===== config.mk =====
export PLATFORM = sky130hd
export DESIGN_NAME = pipeline_stage_elastic
export DESIGN_NICKNAME = d
export VERILOG_FILES = /design/src/rtl/pipeline_stage_elastic.sv
export SDC_FILE = /design/constraint.sdc
export NUM_CORES = 1
export LEC_CHECK = 0
export ABC_CLOCK_PERIOD_IN_PS = 4100
export CELL_PAD_IN_SITES_DETAIL_PLACEMENT = 1
export CELL_PAD_IN_SITES_GLOBAL_PLACEMENT = 1
export CORE_ASPECT_RATIO = 1.1
export CORE_MARGIN = 3
export CORE_UTILIZATION = 41
export CTS_BUF_LIST = sky130_fd_sc_hd__clkbuf_2 sky130_fd_sc_hd__clkbuf_4 sky130_fd_sc_hd__clkbuf_8
export DETAILED_ROUTE_END_ITERATION = 16
export GPL_TIMING_DRIVEN = 1
export PLACE_DENSITY_LB_ADDON = 0.25
export SLEW_MARGIN = 25
export SYNTH_ARGS = -nofsm -noshare
export SYNTH_HDL_FRONTEND = slang
export SYNTH_SLANG_ARGS = --single-unit

===== constraint.sdc =====
create_clock -name clk -period 4.1 [get_ports clk]
set_input_delay 0.41 -clock clk [delete_from_list [all_inputs] [get_ports clk]]
set_output_delay 0.41 -clock clk [all_outputs]
set_load 0.03 [all_outputs]

===== src/rtl/pipeline_stage_elastic.sv =====
// pipeline_stage_elastic
//   Elastic pipeline register carrying one VLIW bundle (SLOTS slots of SLOT_W bits)
//   between stages with a valid/ready handshake. Optional 2-entry skid buffer with a
//   registered in_ready, flush, per-slot valid bits and optional empty-bundle drop.
// Ports
//   clk, reset (sync, active-low)   clock / reset
//   flush                           discard all held bundles
//   in_valid/in_ready               upstream handshake
//   in_slot_valid, in_data          upstream bundle (slot i = [i*SLOT_W +: SLOT_W])
//   out_valid/out_ready             downstream handshake
//   out_slot_valid, out_data        head bundle
//   occupancy                       bundles held (0..1+SKID)
//   stall_count                     saturating count of out_valid && !out_ready cycles
module pipeline_stage_elastic #(
  parameter int unsigned SLOTS      = 2,
  parameter int unsigned SLOT_W     = 64,
  parameter int unsigned SKID       = 1,
  parameter int unsigned DROP_EMPTY = 0
) (
  input  logic                    clk,
  input  logic                    reset,
  input  logic                    flush,
  input  logic                    in_valid,
  output logic                    in_ready,
  input  logic [SLOTS-1:0]        in_slot_valid,
  input  logic [SLOTS*SLOT_W-1:0] in_data,
  output logic                    out_valid,
  input  logic                    out_ready,
  output logic [SLOTS-1:0]        out_slot_valid,
  output logic [SLOTS*SLOT_W-1:0] out_data,
  output logic [1:0]              occupancy,
  output logic [15:0]             stall_count
);

  localparam int unsigned DATA_W = SLOTS * SLOT_W;
  localparam int unsigned CNT_W  = 16;

  typedef struct packed {
    logic [SLOTS-1:0]  sv;
    logic [DATA_W-1:0] data;
  } bundle_t;

  typedef enum logic [1:0] {
    ST_EMPTY = 2'd0,
    ST_ONE   = 2'd1,
    ST_FULL  = 2'd2
  } state_e;

  state_e           state_q, state_d;
  bundle_t          head_q, head_d;
  bundle_t          skid_q, skid_d;
  bundle_t          in_bundle;
  logic             in_ready_q;
  logic [CNT_W-1:0] stall_q, stall_d;
  logic             accept, emit, store;

  assign in_bundle = '{sv: in_slot_valid, data: in_data};

  // Without a skid entry, ready is combinational from out_ready; in_ready_q only
  // masks it while in reset.
  assign in_ready = (SKID != 0) ? in_ready_q
                                : (in_ready_q && (!out_valid || out_ready));

  assign accept = in_valid && in_ready;
  assign emit   = out_valid && out_ready;
  // An all-empty bundle is consumed but never stored when dropping is enabled.
  assign store  = accept && !((DROP_EMPTY != 0) && (in_slot_valid == '0));

  // State register and entry storage
  always_ff @(posedge clk) begin
    if (!reset) begin
      state_q    <= ST_EMPTY;
      head_q     <= '0;
      skid_q     <= '0;
      in_ready_q <= 1'b0;
      stall_q    <= '0;
    end else begin
      state_q    <= state_d;
      head_q     <= head_d;
      skid_q     <= skid_d;
      in_ready_q <= (state_d != ST_FULL);
      stall_q    <= stall_d;
    end
  end

  // Next-state logic; flush overrides any accept/emit
  always_comb begin
    state_d = state_q;
    if (flush) begin
      state_d = ST_EMPTY;
    end else begin
      unique case (state_q)
        ST_EMPTY: if (store) state_d = ST_ONE;
        ST_ONE: begin
          if (store && !emit)      state_d = (SKID != 0) ? ST_FULL : ST_ONE;
          else if (!store && emit) state_d = ST_EMPTY;
        end
        ST_FULL:  if (emit) state_d = ST_ONE;
        default:  state_d = ST_EMPTY;
      endcase
    end
  end

  // Entry data movement and stall counter
  always_comb begin
    head_d  = head_q;
    skid_d  = skid_q;
    stall_d = stall_q;
    if (out_valid && !out_ready && (stall_q != {CNT_W{1'b1}})) begin
      stall_d = stall_q + CNT_W'(1);
    end
    if (flush) begin
      // Payload is left in place; only the slot valids are cleared.
      head_d.sv = '0;
    end else begin
      unique case (state_q)
        ST_EMPTY: if (store) head_d = in_bundle;
        ST_ONE: begin
          if (store && emit) head_d = in_bundle;
          else if (store)    skid_d = in_bundle;
        end
        ST_FULL:  if (emit) head_d = skid_q;
        default:  head_d = head_q;
      endcase
    end
  end

  // Output decode from the state register
  always_comb begin
    out_valid      = (state_q != ST_EMPTY);
    occupancy      = 2'(state_q);
    out_slot_valid = out_valid ? head_q.sv : '0;
    out_data       = head_q.data;
    stall_count    = stall_q;
  end

endmodule

==> impl_metrics.env <==
export IMPL_worst_pin_slew_ps=927
export IMPL_grt_pass1_vias=10201
export IMPL_r2r_end="out_data[52]"
export IMPL_initial_core_util_pct=41.9
export IMPL_io_pins=285
export IMPL_max_freq_mhz=366
export IMPL_swShare_pct=25.5
export IMPL_drtIter0Drc=475
export IMPL_grt_util_met1_pct=23.3
export IMPL_cp_end_kind="output port"
export IMPL_cp_buffers_inverters=1
export IMPL_insertion_delay_ps=540
export IMPL_grt_use_met3_pct=6.15
export IMPL_routed_via_count=9981
export IMPL_cts_path_max_buffers=3
export IMPL_drive_gt1_share_pct=6.72
export IMPL_seqPwrFrac_pct=46.1
export IMPL_reg2regPathDepth=5
export IMPL_hp_start="in_data[74]"
export IMPL_hold_path_end="skid_q[74]"
export IMPL_vias_per_cell=5.20
export IMPL_fin_crit_sh_pct=66.7
export IMPL_setup_tns_ps=0
export IMPL_p_int_mw=4.63
export IMPL_met2_usage_pct=34.2
export IMPL_drc=0
export IMPL_cp_arrival_ps=2320
export IMPL_synth_ff_type="dfxtp_1"
export IMPL_worstPathCellList="nor2_1 -> nor2b_1 -> clkdlybuf4s50_1"
export IMPL_gp_congestion=0.819
export IMPL_clkPwrFrac_pct=41.1
export IMPL_reg2reg_slack_ps=1540
export IMPL_cp_max_fo=12
export IMPL_drt_total_wl_mm=32.7
export IMPL_synth_edf_count=0
export IMPL_yosys_warnings=0
export IMPL_postCtsHoldBufs=0
export IMPL_min_path_type="in -> reg"
export IMPL_cts_setup_buffers=0
export IMPL_cts_tree="built"
export IMPL_avgSynthCellArea_sq_um=8.65
export IMPL_period_needed_ps=2730
export IMPL_rsz0062_at_grt="false"
export IMPL_synth_nets=1536
export IMPL_clock_sinks=279
export IMPL_post_drt_wl_per_cell_um=17.1
export IMPL_cts_root_buf="clkbuf_8"
export IMPL_die_area_sq_um=31600
export IMPL_power_density_nw_per_um2=410
export IMPL_final_setup_viol_count=0
export IMPL_syn_area_sq_um=12100
export IMPL_crit_type="reg -> out"
export IMPL_seq_area_frac_synth_pct=46.1
export IMPL_antenna_found_initial=2
export IMPL_skew_ps=9.53
export IMPL_final_nets=1652
export IMPL_relSlewSlack_pct=38.2
export IMPL_synthCells=1400
export IMPL_cp_slowest_stage_delay_ps=730
export IMPL_die_h_um=186
export IMPL_power_leakage_nw=5.96
export IMPL_ys_types=43
export IMPL_p_sw_mw=1.59
export IMPL_htreeDepth=2
export IMPL_grt_max_degree=153
export IMPL_grt_util_all_layers_pct=19.7
export IMPL_maxCapViolations=0
export IMPL_startpoint_type="register"
export IMPL_hold_viol_final=0
export IMPL_whs_ps=441
export IMPL_synth_seq_cells=279
export IMPL_port_buffers=284
export IMPL_async_flop_share_pct=0
export IMPL_ir_drop_mv=0.224
export IMPL_fill_cells=3356
export IMPL_p_comb_share_pct=12.9
export IMPL_finalMaxSlewViolations=0
export IMPL_grt_pass1_wl_mm=51.8
export IMPL_hold_path_depth=3
export IMPL_cts_inserted_buffers=48
export IMPL_outcome="complete, no violations"
export IMPL_dp_hpwl_mm=21.1
export IMPL_area_growth_pct=25.0
export IMPL_drt_pass1_iter_count=4
export IMPL_rows=65
export IMPL_final_antenna_net_count=0
export IMPL_core_sq_um=28900
export IMPL_r2r_start="occupancy[1]"
export IMPL_crit_required_ps=3690
export IMPL_fp_dieW_um=170
export IMPL_busiest_layer="met2"
export IMPL_overflow=0
export IMPL_worstSetupPathDepth=3
export IMPL_crit_family="buffers and inverters"
export IMPL_clkTransAtPathRegs_ps=60
export IMPL_ctsResizeCount=0
export IMPL_cpMaxStageDelayCell="clkdlybuf4s50_1"
-- cells by family after synthesis --
kind of cell / after synthesis / synth area share [%]
compound gates: 293 / 15.4
xor+xnor: 1 / 0.0723
fa+ha+maj: 1 / 0.103
buf+inv: 235 / 12.2
flops: 279 / 46.1
mux: 128 / 10.6
simple gates: 463 / 15.6
-- worst register-to-register path, stage by stage, from the launching register on --
cell	delay (ps)
dfxtp_1	640
nand3b_1	270
a31oi_4	750
buf_12	370
nor2_1	160
a211oi_1	270
-- cells in the final DEF (no fill, tap or decap), types with 6 or more instances in the layout --
master,n
clkbuf_4,17
nor3_1,6
nand2_1,276
a211oi_1,128
nor2_1,137
dfxtp_1,279
mux2i_1,128
a21oi_1,139
buf_4,9
clkdlybuf4s50_1,284
clkbuf_8,60
o21ai_0,8
nand3_1,8
-- area by class of cell --
| cell class | instances | area (sq um) | area share, % |
|---|---|---|---|
| diodes | 2 | 5.00 | 0.0331 |
| clock buffers | 77 | 953 | 6.30 |
| clock inverters | 5 | 25.0 | 0.165 |
| inverters | 3 | 18.8 | 0.124 |
| multi-input cells | 886 | 5080 | 33.5 |
| flip-flops and latches | 279 | 5590 | 36.9 |
| well taps | 368 | 460 | 3.04 |
| repair buffers | 298 | 3010 | 19.9 |
-- how the worst max path moves through the flow --
stage               slack [ps]           endpoint            from
finish                    1370  out_slot_valid[1]    occupancy[1]
global route              1240  out_slot_valid[1]    occupancy[1]
CTS                       1300  out_slot_valid[1]    occupancy[1]
detailed placement        1230       out_data[21]       out_ready
global placement          1330      out_data[105]       out_ready
floorplan                 2130     stall_count[0]  stall_count[0]
-- cells in the mapped netlist (2+ instances only) --
cell | count | area (sq um)
o21ai_0 | 8 | 40.0
nand4_1 | 5 | 31.3
nand3_1 | 8 | 40.0
clkbuf_1 | 47 | 176
a21oi_1 | 139 | 696
a31oi_1 | 3 | 18.8
a311oi_1 | 3 | 26.3
or3_1 | 5 | 31.3
nor3_1 | 6 | 30.0
and3_1 | 2 | 12.5
and2_1 | 2 | 12.5
nor3b_2 | 2 | 25.0
nand2b_1 | 2 | 12.5
nor2b_1 | 4 | 25.0
dfxtp_1 | 279 | 5590
mux2i_1 | 128 | 1280
or4_1 | 4 | 30.0
o31ai_1 | 4 | 30.0
nor2_1 | 137 | 514
buf_2 | 42 | 210
a211oi_1 | 128 | 961
nand3b_1 | 3 | 22.5
buf_4 | 141 | 1060
and4_1 | 2 | 17.5
inv_1 | 3 | 11.3
nand2_1 | 276 | 1040
-- per-layer routing --
layer / part of all wire [%] / vias to the layer above
li1: - / 4914
met1: 41 / 4761
met2: 48 / 243
met3: 7.5 / 61
met4: 2.8 / 2
met5: 0.021 / -
-- state kept, by name (all words and copies together) (netlist names) --
register     count
skid_q         130
stall_count     16
occupancy        2
in_ready         1
head_q           2
out_data       128
-- stage by stage --
| step | area [sq um] | utilization, % | power (mW) | setup slack (ps) | cells |
|---|---|---|---|---|---|
| 2_1_floorplan | 12100 | - | 3.45 | 2130 | 1400 |
| 3_3_place_gp | 14100 | 49.0 | 3.71 | 1330 | 1834 |
| 3_5_place_dp | 14100 | 49.0 | 3.73 | 1230 | 1834 |
| 4_1_cts | 15100 | 52.4 | 6.31 | 1300 | 1916 |
| 5_1_grt | 15100 | 52.4 | 6.50 | 1240 | 1917 |
| 6_report | 15100 | 52.4 | 6.21 | 1370 | 1918 |
-- power groups by stage --
stage | clock network [mW] | logic, mW | registers (mW)
after global routing | 2.76 | 0.861 | 2.87
final | 2.55 | 0.799 | 2.86
after floorplan | 0 | 0.542 | 2.90
after detailed placement | 0 | 0.806 | 2.92
after global placement | 0 | 0.789 | 2.92
after CTS | 2.64 | 0.809 | 2.86
(Power assumes the default switching activity.)
